--- src/rtl/uart_pkg.sv ---
// Shared types for the UART transmit path.
package uart_pkg;

   // Packet scheduler states.
   typedef enum logic [1:0] {
      StIdle,
      StSend,
      StDrain,
      StGap
   } uart_sched_fsm_t;

endpackage

--- src/rtl/uart_rr_arb.sv ---
// Combinational round-robin arbiter: rotate requests by ptr, pick the lowest set bit,
// rotate the winner back to an absolute index.
module uart_rr_arb #(
   parameter int unsigned NUM_REQ = 4,
   localparam int unsigned IDX_W  = $clog2(NUM_REQ)
) (
   input  logic [NUM_REQ-1:0] req_i,
   input  logic [IDX_W-1:0]   ptr_i,
   output logic [NUM_REQ-1:0] gnt_o,
   output logic [IDX_W-1:0]   gnt_idx_o
);

   localparam logic [IDX_W:0] NumReqL = (IDX_W+1)'(NUM_REQ);

   logic [NUM_REQ-1:0] req_rot;
   logic [IDX_W-1:0]   off;
   logic               found;
   logic [IDX_W:0]     sum;

   // Rotate, priority-encode from bit 0, rotate back modulo NUM_REQ.
   always_comb begin
      int unsigned pos;
      pos     = 0;
      req_rot = '0;
      off     = '0;
      found   = 1'b0;
      for (int unsigned i = 0; i < NUM_REQ; i++) begin
         pos = i + 32'(ptr_i);
         if (pos >= NUM_REQ) begin
            pos = pos - NUM_REQ;
         end
         req_rot[i] = req_i[IDX_W'(pos)];
      end
      for (int unsigned i = 0; i < NUM_REQ; i++) begin
         if (!found && req_rot[i]) begin
            found = 1'b1;
            off   = IDX_W'(i);
         end
      end
      sum = {1'b0, off} + {1'b0, ptr_i};
      if (sum >= NumReqL) begin
         sum = sum - NumReqL;
      end
      gnt_idx_o = sum[IDX_W-1:0];
      gnt_o     = '0;
      if (found) begin
         gnt_o[gnt_idx_o] = 1'b1;
      end
   end

endmodule

--- src/rtl/uart_tx_sched.sv ---
// Packet-level round-robin scheduler sharing one uart_tx between NUM_REQ byte streams.
// A grant is held for a whole packet; after the final frame leaves the line a
// programmable idle gap is inserted before re-arbitrating.
module uart_tx_sched
   import uart_pkg::*;
#(
   parameter int unsigned NUM_REQ = 4,
   parameter int unsigned GAP_W   = 16,
   localparam int unsigned IDX_W  = $clog2(NUM_REQ)
) (
   input  logic                 clk_i,
   input  logic                 rst_n_i,
   input  logic                 cfg_en_i,
   input  logic [GAP_W-1:0]     cfg_gap_i,
   input  logic [NUM_REQ-1:0]   req_valid_i,
   input  logic [NUM_REQ*8-1:0] req_data_i,
   input  logic [NUM_REQ-1:0]   req_last_i,
   output logic [NUM_REQ-1:0]   req_ready_o,
   output logic [7:0]           tx_data_o,
   output logic                 tx_valid_o,
   input  logic                 tx_ready_i,
   input  logic                 tx_busy_i,
   output logic [NUM_REQ-1:0]   grant_o,
   output logic [IDX_W-1:0]     grant_idx_o,
   output logic                 active_o
);

   uart_sched_fsm_t    state_q, state_d;
   logic [NUM_REQ-1:0] grant_q, grant_d;
   logic [IDX_W-1:0]   grant_idx_q, grant_idx_d;
   logic [IDX_W-1:0]   rr_ptr_q, rr_ptr_d;
   logic [GAP_W-1:0]   gap_cnt_q, gap_cnt_d;
   logic               active_q;

   logic [NUM_REQ-1:0] arb_gnt;
   logic [IDX_W-1:0]   arb_idx;

   uart_rr_arb #(
      .NUM_REQ (NUM_REQ)
   ) u_arb (
      .req_i     (req_valid_i),
      .ptr_i     (rr_ptr_q),
      .gnt_o     (arb_gnt),
      .gnt_idx_o (arb_idx)
   );

   // State, grant, pointer and gap counter registers.
   always_ff @(posedge clk_i or negedge rst_n_i) begin
      if (!rst_n_i) begin
         state_q     <= StIdle;
         grant_q     <= '0;
         grant_idx_q <= '0;
         rr_ptr_q    <= '0;
         gap_cnt_q   <= '0;
         active_q    <= 1'b0;
      end else begin
         state_q     <= state_d;
         grant_q     <= grant_d;
         grant_idx_q <= grant_idx_d;
         rr_ptr_q    <= rr_ptr_d;
         gap_cnt_q   <= gap_cnt_d;
         active_q    <= (state_d != StIdle);
      end
   end

   // Next-state logic and the combinational pass-through to uart_tx.
   always_comb begin
      state_d     = state_q;
      grant_d     = grant_q;
      grant_idx_d = grant_idx_q;
      rr_ptr_d    = rr_ptr_q;
      gap_cnt_d   = gap_cnt_q;
      tx_valid_o  = 1'b0;
      tx_data_o   = 8'h00;
      req_ready_o = '0;

      unique case (state_q)
         StIdle: begin
            if (cfg_en_i && (|req_valid_i)) begin
               grant_d     = arb_gnt;
               grant_idx_d = arb_idx;
               rr_ptr_d    = (arb_idx == IDX_W'(NUM_REQ - 1)) ? '0 : arb_idx + 1'b1;
               state_d     = StSend;
            end
         end
         StSend: begin
            tx_valid_o = req_valid_i[grant_idx_q];
            for (int unsigned k = 0; k < NUM_REQ; k++) begin
               if (grant_idx_q == IDX_W'(k)) begin
                  tx_data_o = req_data_i[8*k +: 8];
               end
            end
            req_ready_o[grant_idx_q] = tx_ready_i;
            if (tx_valid_o && tx_ready_i && req_last_i[grant_idx_q]) begin
               state_d = StDrain;
            end
         end
         StDrain: begin
            // uart_tx back in idle means the last stop bit has gone out.
            if (!tx_busy_i && tx_ready_i) begin
               if (cfg_gap_i == '0) begin
                  grant_d     = '0;
                  grant_idx_d = '0;
                  state_d     = StIdle;
               end else begin
                  gap_cnt_d = cfg_gap_i;
                  state_d   = StGap;
               end
            end
         end
         StGap: begin
            gap_cnt_d = gap_cnt_q - 1'b1;
            if (gap_cnt_q <= GAP_W'(1)) begin
               gap_cnt_d   = '0;
               grant_d     = '0;
               grant_idx_d = '0;
               state_d     = StIdle;
            end
         end
         default: begin
            state_d = StIdle;
         end
      endcase

      // Disable aborts everything but keeps the round-robin pointer.
      if (!cfg_en_i) begin
         state_d     = StIdle;
         grant_d     = '0;
         grant_idx_d = '0;
         gap_cnt_d   = '0;
         tx_valid_o  = 1'b0;
         req_ready_o = '0;
      end
   end

   assign grant_o     = grant_q;
   assign grant_idx_o = grant_idx_q;
   assign active_o    = active_q;

endmodule

--- config.mk ---
export PLATFORM = sky130hd
export DESIGN_NAME = uart_tx_sched
export DESIGN_NICKNAME = d
export VERILOG_FILES = /design/src/rtl/uart_pkg.sv /design/src/rtl/uart_rr_arb.sv /design/src/rtl/uart_tx_sched.sv
export SDC_FILE = /design/constraint.sdc
export NUM_CORES = 1
export LEC_CHECK = 0
export CAP_MARGIN = 0
export CORE_AREA = 8 8 101 94
export DETAILED_ROUTE_END_ITERATION = 16
export DIE_AREA = 0 0 109 102
export GPL_TIMING_DRIVEN = 0
export PLACE_DENSITY_LB_ADDON = 0.3
export SYNTH_ARGS = -nofsm -noshare
export SYNTH_HDL_FRONTEND = slang
export SYNTH_SLANG_ARGS = --single-unit
--- constraint.sdc ---
create_clock -name clk_i -period 2.7 [get_ports clk_i]
set_clock_uncertainty 0.1 [all_clocks]
set_input_delay 0.27 -clock clk_i [delete_from_list [all_inputs] [get_ports clk_i]]
set_output_delay 0.27 -clock clk_i [all_outputs]
set_load 0.005 [all_outputs]
==> impl_metrics.toml, run 1 <==
[synthesis]
yosys.area_share.xor_xnor_pct = 3.86
synthTopCellsByArea = "dfrtp_1, mux4_2, nand2_1"
synth_top_area_share_pct = 29.8
avgSynthCellArea_um2 = 8.75
yosysSeqAreaShare_pct = 29.8
synthCells = 259
yosys_register_bits = 27
synth_edf_count = 0
yosys.cell_types.count = 56
synth_compound_area_share_pct = 21.6
synthesis.area_um2 = 2270
ys.flop_type = "dfrtp_1"
synthArstFlopShare_pct = 100
synth_adder_area_share_pct = 3.86
yosys.area_share.simple_pct = 26.2
synth.mux.area_fraction_pct = 10.8
synth_top_family_by_area = "simple AND/OR/NAND/NOR gates"
synthesis.nets = 327
synth_largest_area_cell = "dfrtp_1"
synth_warnings = 0

[pwr]
pwr-share-seq_pct = 27.1
p_comb_share_pct = 61.9
internal-power_w = 0.00131
p_leak_nw = 1.44
ir_drop_uv = 344
cellPowerDensity_nw_per_um2 = 664
switching_share_pct = 39.7
switchingPower_w = 0.000859
power.clock.fraction_pct = 11.0

[floorplan]
die_w_um = 109
start_util_pct = 29.1
die_h_um = 102
rows = 31
ios = 81
die-area_um2 = 11100
core_um2 = 7800

[finish]
instances_no_fill = 440
final_nets = 410
num_antenna_cells = 0
syn2layout_area_growth_pct = 43.8
drive_gt1_share_pct = 9.68

[global_routing]
first_global_vias = 2444
overflow = 0
antenna_found_initial = 0
grt_max_degree = 28
grt_pass1_wl_um = 12000
grt_usage_pct = 13.3

[timing]
tightest_slew_ps = 812
whs_ps = 371
fin_crit_sh_pct = 93.5
setup_viol = 0
relSlewSlack_pct = 45.4
min_period_ps = 2530
hold_violations = 0
fmax_ghz = 0.396
drv_slew = 0

[clock_network]
insertion_delay_ps = 280
clockBufferDepth = 2
path_clk_slew_ps = 100
clockRootBuffer = "clkbuf_8"
h-tree-depth = 1
cts_tree = "built"
clock_sinks = 27
cts_buffers = 3

[drt]
drtAntennaViolNets = 0
drc = 0
drt-total-wl_um = 7450
vias = 2331
post_drt_wl_per_cell_um = 16.9
viasPerCell = 5.30
first_pass_iters = 4
drt_first_iter_violations = 175

[placed_design]
place_inst = 435
port_buffers = 77
place.gp.congestion = 0.862
hpwl_um = 5920

[worst_setup_path]
cp-endpoint = "tx_data_o[6]"
critPathKind = "flip-flop to output port"
crit_path_start = "grant_idx_o[0]$_DFFE_PN0P_"
r2r_slack_ps = 270
path_max_fanout = 10
worstPathArrival_ps = 2160
worstPathRequired_ps = 2330
critPathLaunchType = "flip-flop"
reg2regPathDepth = 11
rr_endpoint = "rr_ptr_q[0]$_DFFE_PN0P_"
r2r_start = "rr_ptr_q[1]$_DFFE_PN0P_"
endpoint_kind = "output port"

[run]
cap_violations = 0

[min_path]
hold_class = "primary input to flip-flop"

[outcome]
status = "complete, no violations"
[per-layer routing]
metal	wire length (um)	global-route usage, %	part of all wire (%)
met3	265	2.08	3.6
met2	3960	23.4	53
met1	3140	16.5	42
met4	84	3.36	1.1
met5	0	0	0
[cell usage after synthesis (all sizes together) (5+ instances only)]
master  instances
nand2          31
dfrtp          27
o21ai          21
a21oi          13
clkbuf         12
nand3          11
and2           10
nor2           10
nor3           10
nor4           10
mux4            9
ha              7
o211a           7
inv             6
nand4           6
xor2            6
and3            5
[worst max-delay path, cell delays in order, from the launching register on]
cell             delay, ps
dfrtp_1                370
clkbuf_4               230
buf_6                  180
mux4_2                 490
and2_1                 160
clkdlybuf4s50_1        450
[area by class of cell]
type                    instances  area (um^2)
plain buffers                  14         67.6
clock buffers                   3         41.3
clock inverters                 1         7.51
fillers                       779         4540
inverters                       7         26.3
multi-input cells             209         1530
flip-flops and latches         27          676
well taps                      99          124
repair buffers                 80          793
[layout by cell type, fill, tap and decap left out, drive strengths merged, types with 10 or more instances in the layout]
cell type / synthesis / routed
clkdlybuf4s50: 0 / 75
nand2: 31 / 31
dfrtp: 27 / 27
o21ai: 21 / 21
a21oi: 13 / 13
clkbuf: 12 / 12
nand3: 11 / 11
nor2: 10 / 10
and2: 10 / 10
nor4: 10 / 10
nor3: 10 / 10
[power groups by stage]
stage / sequential (W) / combinational, W / clock (W)
final: 0.000586 / 0.00134 / 0.000239
after global routing: 0.000604 / 0.00149 / 0.000265
after CTS: 0.000557 / 0.00131 / 0.000247
after detailed placement: 0.000564 / 0.00130 / 0
after global placement: 0.000562 / 0.00128 / 0
after floorplan: 0.000555 / 0.000828 / 0
[kinds of logic after synthesis]
group,after synthesis
compound gates,71
xor+xnor,10
fa+ha+maj,7
buf+inv,23
flops,27
mux,13
simple gates,108
[per-stage QoR]
step / setup WS (ps) / setup TNS [ps] / util (%) / total power [W] / instance area (um^2)
floorplan: 381 / 0 / - / 0.00138 / 2270
global placement: -169 / -528 / 40.6 / 0.00184 / 3160
detailed placement: -252 / -945 / 40.6 / 0.00186 / 3160
CTS: 33.3 / 0 / 41.3 / 0.00212 / 3220
global route: -19.2 / -19.2 / 41.8 / 0.00236 / 3260
finish: 174 / 0 / 41.8 / 0.00216 / 3260
[repair_timing]
item,CTS,global route
buffers inserted,0,2
setup endpoints to repair,9,15
hold buffers,0,1
resized for setup,4,9
pin swaps,0,1
hold endpoints to repair,0,27
[state kept, by name, indices dropped and copies added (netlist names)]
signal and cells:
gap_cnt_q 16, active_o 1, grant_o 4, rr_ptr_q 2, state_q 2, grant_idx_o 2
[how the worst min path moves through the flow]
stage                                 startpoint                     end  slack [ps]  cells after the start
after floorplan                          rst_n_i      active_o$_DFF_PN0_        -130                      0
after global placement    grant_o[1]$_DFFE_PN0P_  grant_o[1]$_DFFE_PN0P_         410                      2
after detailed placement  grant_o[0]$_DFFE_PN0P_  grant_o[0]$_DFFE_PN0P_         410                      2
after CTS                               cfg_en_i    state_q[1]$_DFF_PN0_         360                      4
after global routing                    cfg_en_i    state_q[1]$_DFF_PN0_         420                      4
final                                   cfg_en_i    state_q[1]$_DFF_PN0_         370                      4
Note: power is estimated with default switching activity, not from simulation.
==> inputs of run 2 (changes only) <==
Settings changed: CELL_PAD_IN_SITES_DETAIL_PLACEMENT from default to 0, CELL_PAD_IN_SITES_GLOBAL_PLACEMENT from default to 2, CORE_AREA 8 8 101 94 to 8 8 110 102, DIE_AREA 0 0 109 102 to 0 0 118 110.
==> run 2 against run 1 <==
Die area increased by 17%. First-iteration DRC count decreased by 52%. Clock-buffer cell count unchanged. Sequential share of layout area decreased by 0.14 points. Utilization decreased by 6.8 points. Power increased by 1.2%. Combinational power about the same. Critical path depth unchanged. Global-route usage decreased by 1.5 points. Non-clock buffer count unchanged. Final cell count increased by 6.1%. Largest cell class unchanged.
==> impl_metrics.toml, run 2 (synthesis gave the netlist of run 1 again) <==
[outcome]
status = "complete, no violations"

[worst_setup_path]
worstPathArrival_ps = 2150
slowest_stage = "mux4_2"
endpoint_kind = "output port"
r2r_start = "gap_cnt_q[7]$_DFFE_PN0P_"
critPathBufInv = 3
critPathLaunchType = "flip-flop"
critPathKind = "flip-flop to output port"
crit_path_max_incr_delay_ps = 490
crit_chain = "clkbuf_4 -> buf_6 -> mux4_2 -> and2_1 -> clkdlybuf4s50_1"
path_delay_family = "buffers and inverters"
path_max_fanout = 10
crit_path_start = "grant_idx_o[0]$_DFFE_PN0P_"
worstPathRequired_ps = 2330

[global_routing]
grt_usage_pct = 11.8
first_global_vias = 2367
grt_pass1_wl_um = 12500
antenna_found_initial = 0
grt_max_degree = 28
overflow = 0

[timing]
rsz0062_at_grt = "false"
fin_crit_sh_pct = 93.5
setup_viol = 0
min_period_ps = 2520
setup_ws_ps = 176
drv_slew = 0
whs_ps = 396
relSlewSlack_pct = 47.0
fmax_ghz = 0.396
tightest_slew_ps = 788
hold_violations = 0

[drt]
viasPerCell = 4.88
first_pass_iters = 4
drtAntennaViolNets = 0
post_drt_wl_per_cell_um = 17.2
vias = 2277
drt-total-wl_um = 8010
drt_first_iter_violations = 84
drc = 0

[floorplan]
core_um2 = 9400
die-area_um2 = 13000
start_util_pct = 24.1
die_w_um = 118
die_h_um = 110
rows = 34
ios = 81

[placed_design]
place_inst = 462
port_buffers = 77
place.gp.congestion = 0.806
hpwl_um = 6330
dpl_worst_slack_ps = -261

[pwr]
power.clock.fraction_pct = 10.9
internal-power_w = 0.00132
ir_drop_uv = 362
switchingPower_w = 0.000869
cellPowerDensity_nw_per_um2 = 666
switching_share_pct = 39.7
p_comb_share_pct = 61.8
pwr-share-seq_pct = 27.2
p_leak_nw = 1.45

[min_path]
hold_class = "primary input to flip-flop"
hp-start = "cfg_en_i"

[finish]
num_antenna_cells = 0
syn2layout_area_growth_pct = 45.1
fillers = 940
final_nets = 410
instances_no_fill = 467
final_common_cell = "clkdlybuf4s50_1"
most-common-layout-cells = "clkdlybuf4s50_1, nand2_1, dfrtp_1, a21oi_1, o21ai_1"
drive_gt1_share_pct = 9.38
largest_reg_flops = 16
regMostFlops = "gap_cnt_q"
multiInputGateArea_um2 = 1510
seqCellArea_um2 = 677

[clock_network]
clockBufferDepth = 2
clock_sinks = 27
h-tree-depth = 1
path_clk_slew_ps = 100
clockRootBuffer = "clkbuf_8"
cts_buffers = 3
cts_tree = "built"
insertion_delay_ps = 280

[run]
cap_violations = 0
==> run 2: final timing paths <==
path | end | slack [ps] | cells after the start
max in group asynchronous | rr_ptr_q[1]$_DFFE_PN0P_ | 1610 | 2
worst max register to register | gap_cnt_q[8]$_DFFE_PN0P_ | 330 | 5
worst max-delay path | tx_data_o[3] | 180 | 5
worst min-delay path | state_q[1]$_DFF_PN0_ | 400 | 4
worst min register to register | grant_o[3]$_DFFE_PN0P_ | 430 | 2
min in group asynchronous | gap_cnt_q[15]$_DFFE_PN0P_ | 440 | 2
==> run 2: per-layer routing <==
metal	up-vias	track usage, %	share of wire (%)
li1	1144	-	-
met1	1084	15.5	46
met2	45	20.2	50
met3	4	2.24	3.5
met4	0	1.83	0.66
met5	-	0	0
==> run 2: worst register-to-register path, delay by kind of cell (launching register included) <==
family | cells | cell delay (ps)
compound gates | 3 | 700
flops | 1 | 490
simple gates | 2 | 990
==> run 2: timing repair <==
item | 4_1_cts | 5_1_grt
hold buffers | 0 | 1
endpoints found under the hold margin | 0 | 27
pin swaps | 0 | 1
setup endpoints to repair | 9 | 14
setup buffers | 0 | 3
gates resized for setup | 4 | 8
==> run 2: power by group through the flow <==
stage | Sequential [W] | Clock [W] | Combinational [W]
global placement | 0.000567 | 0 | 0.00131
global route | 0.000615 | 0.000268 | 0.00153
floorplan | 0.000555 | 0 | 0.000828
CTS | 0.000558 | 0.000254 | 0.00132
detailed placement | 0.000565 | 0 | 0.00131
finish | 0.000597 | 0.000239 | 0.00135
==> run 2: area by class of cell <==
class	count	area share [%]
Inverter	7	0.799
Clock inverter	1	0.228
Multi-Input combinational cell	209	45.9
Tap cell	126	4.79
Sequential cell	27	20.6
Clock buffer	3	1.26
Timing Repair Buffer	81	24.4
Buffer	13	2.02
==> run 2: stage by stage <==
stage          util, %  power [W]  instance area [um^2]  TNS [ps]
4_1_cts           34.6    0.00213                  3250         0
6_report          35.0    0.00219                  3290         0
5_1_grt           35.0    0.00241                  3290         0
3_5_place_dp      34.0    0.00187                  3200      -931
2_1_floorplan        -    0.00138                  2270         0
3_3_place_gp      34.0    0.00188                  3200      -740
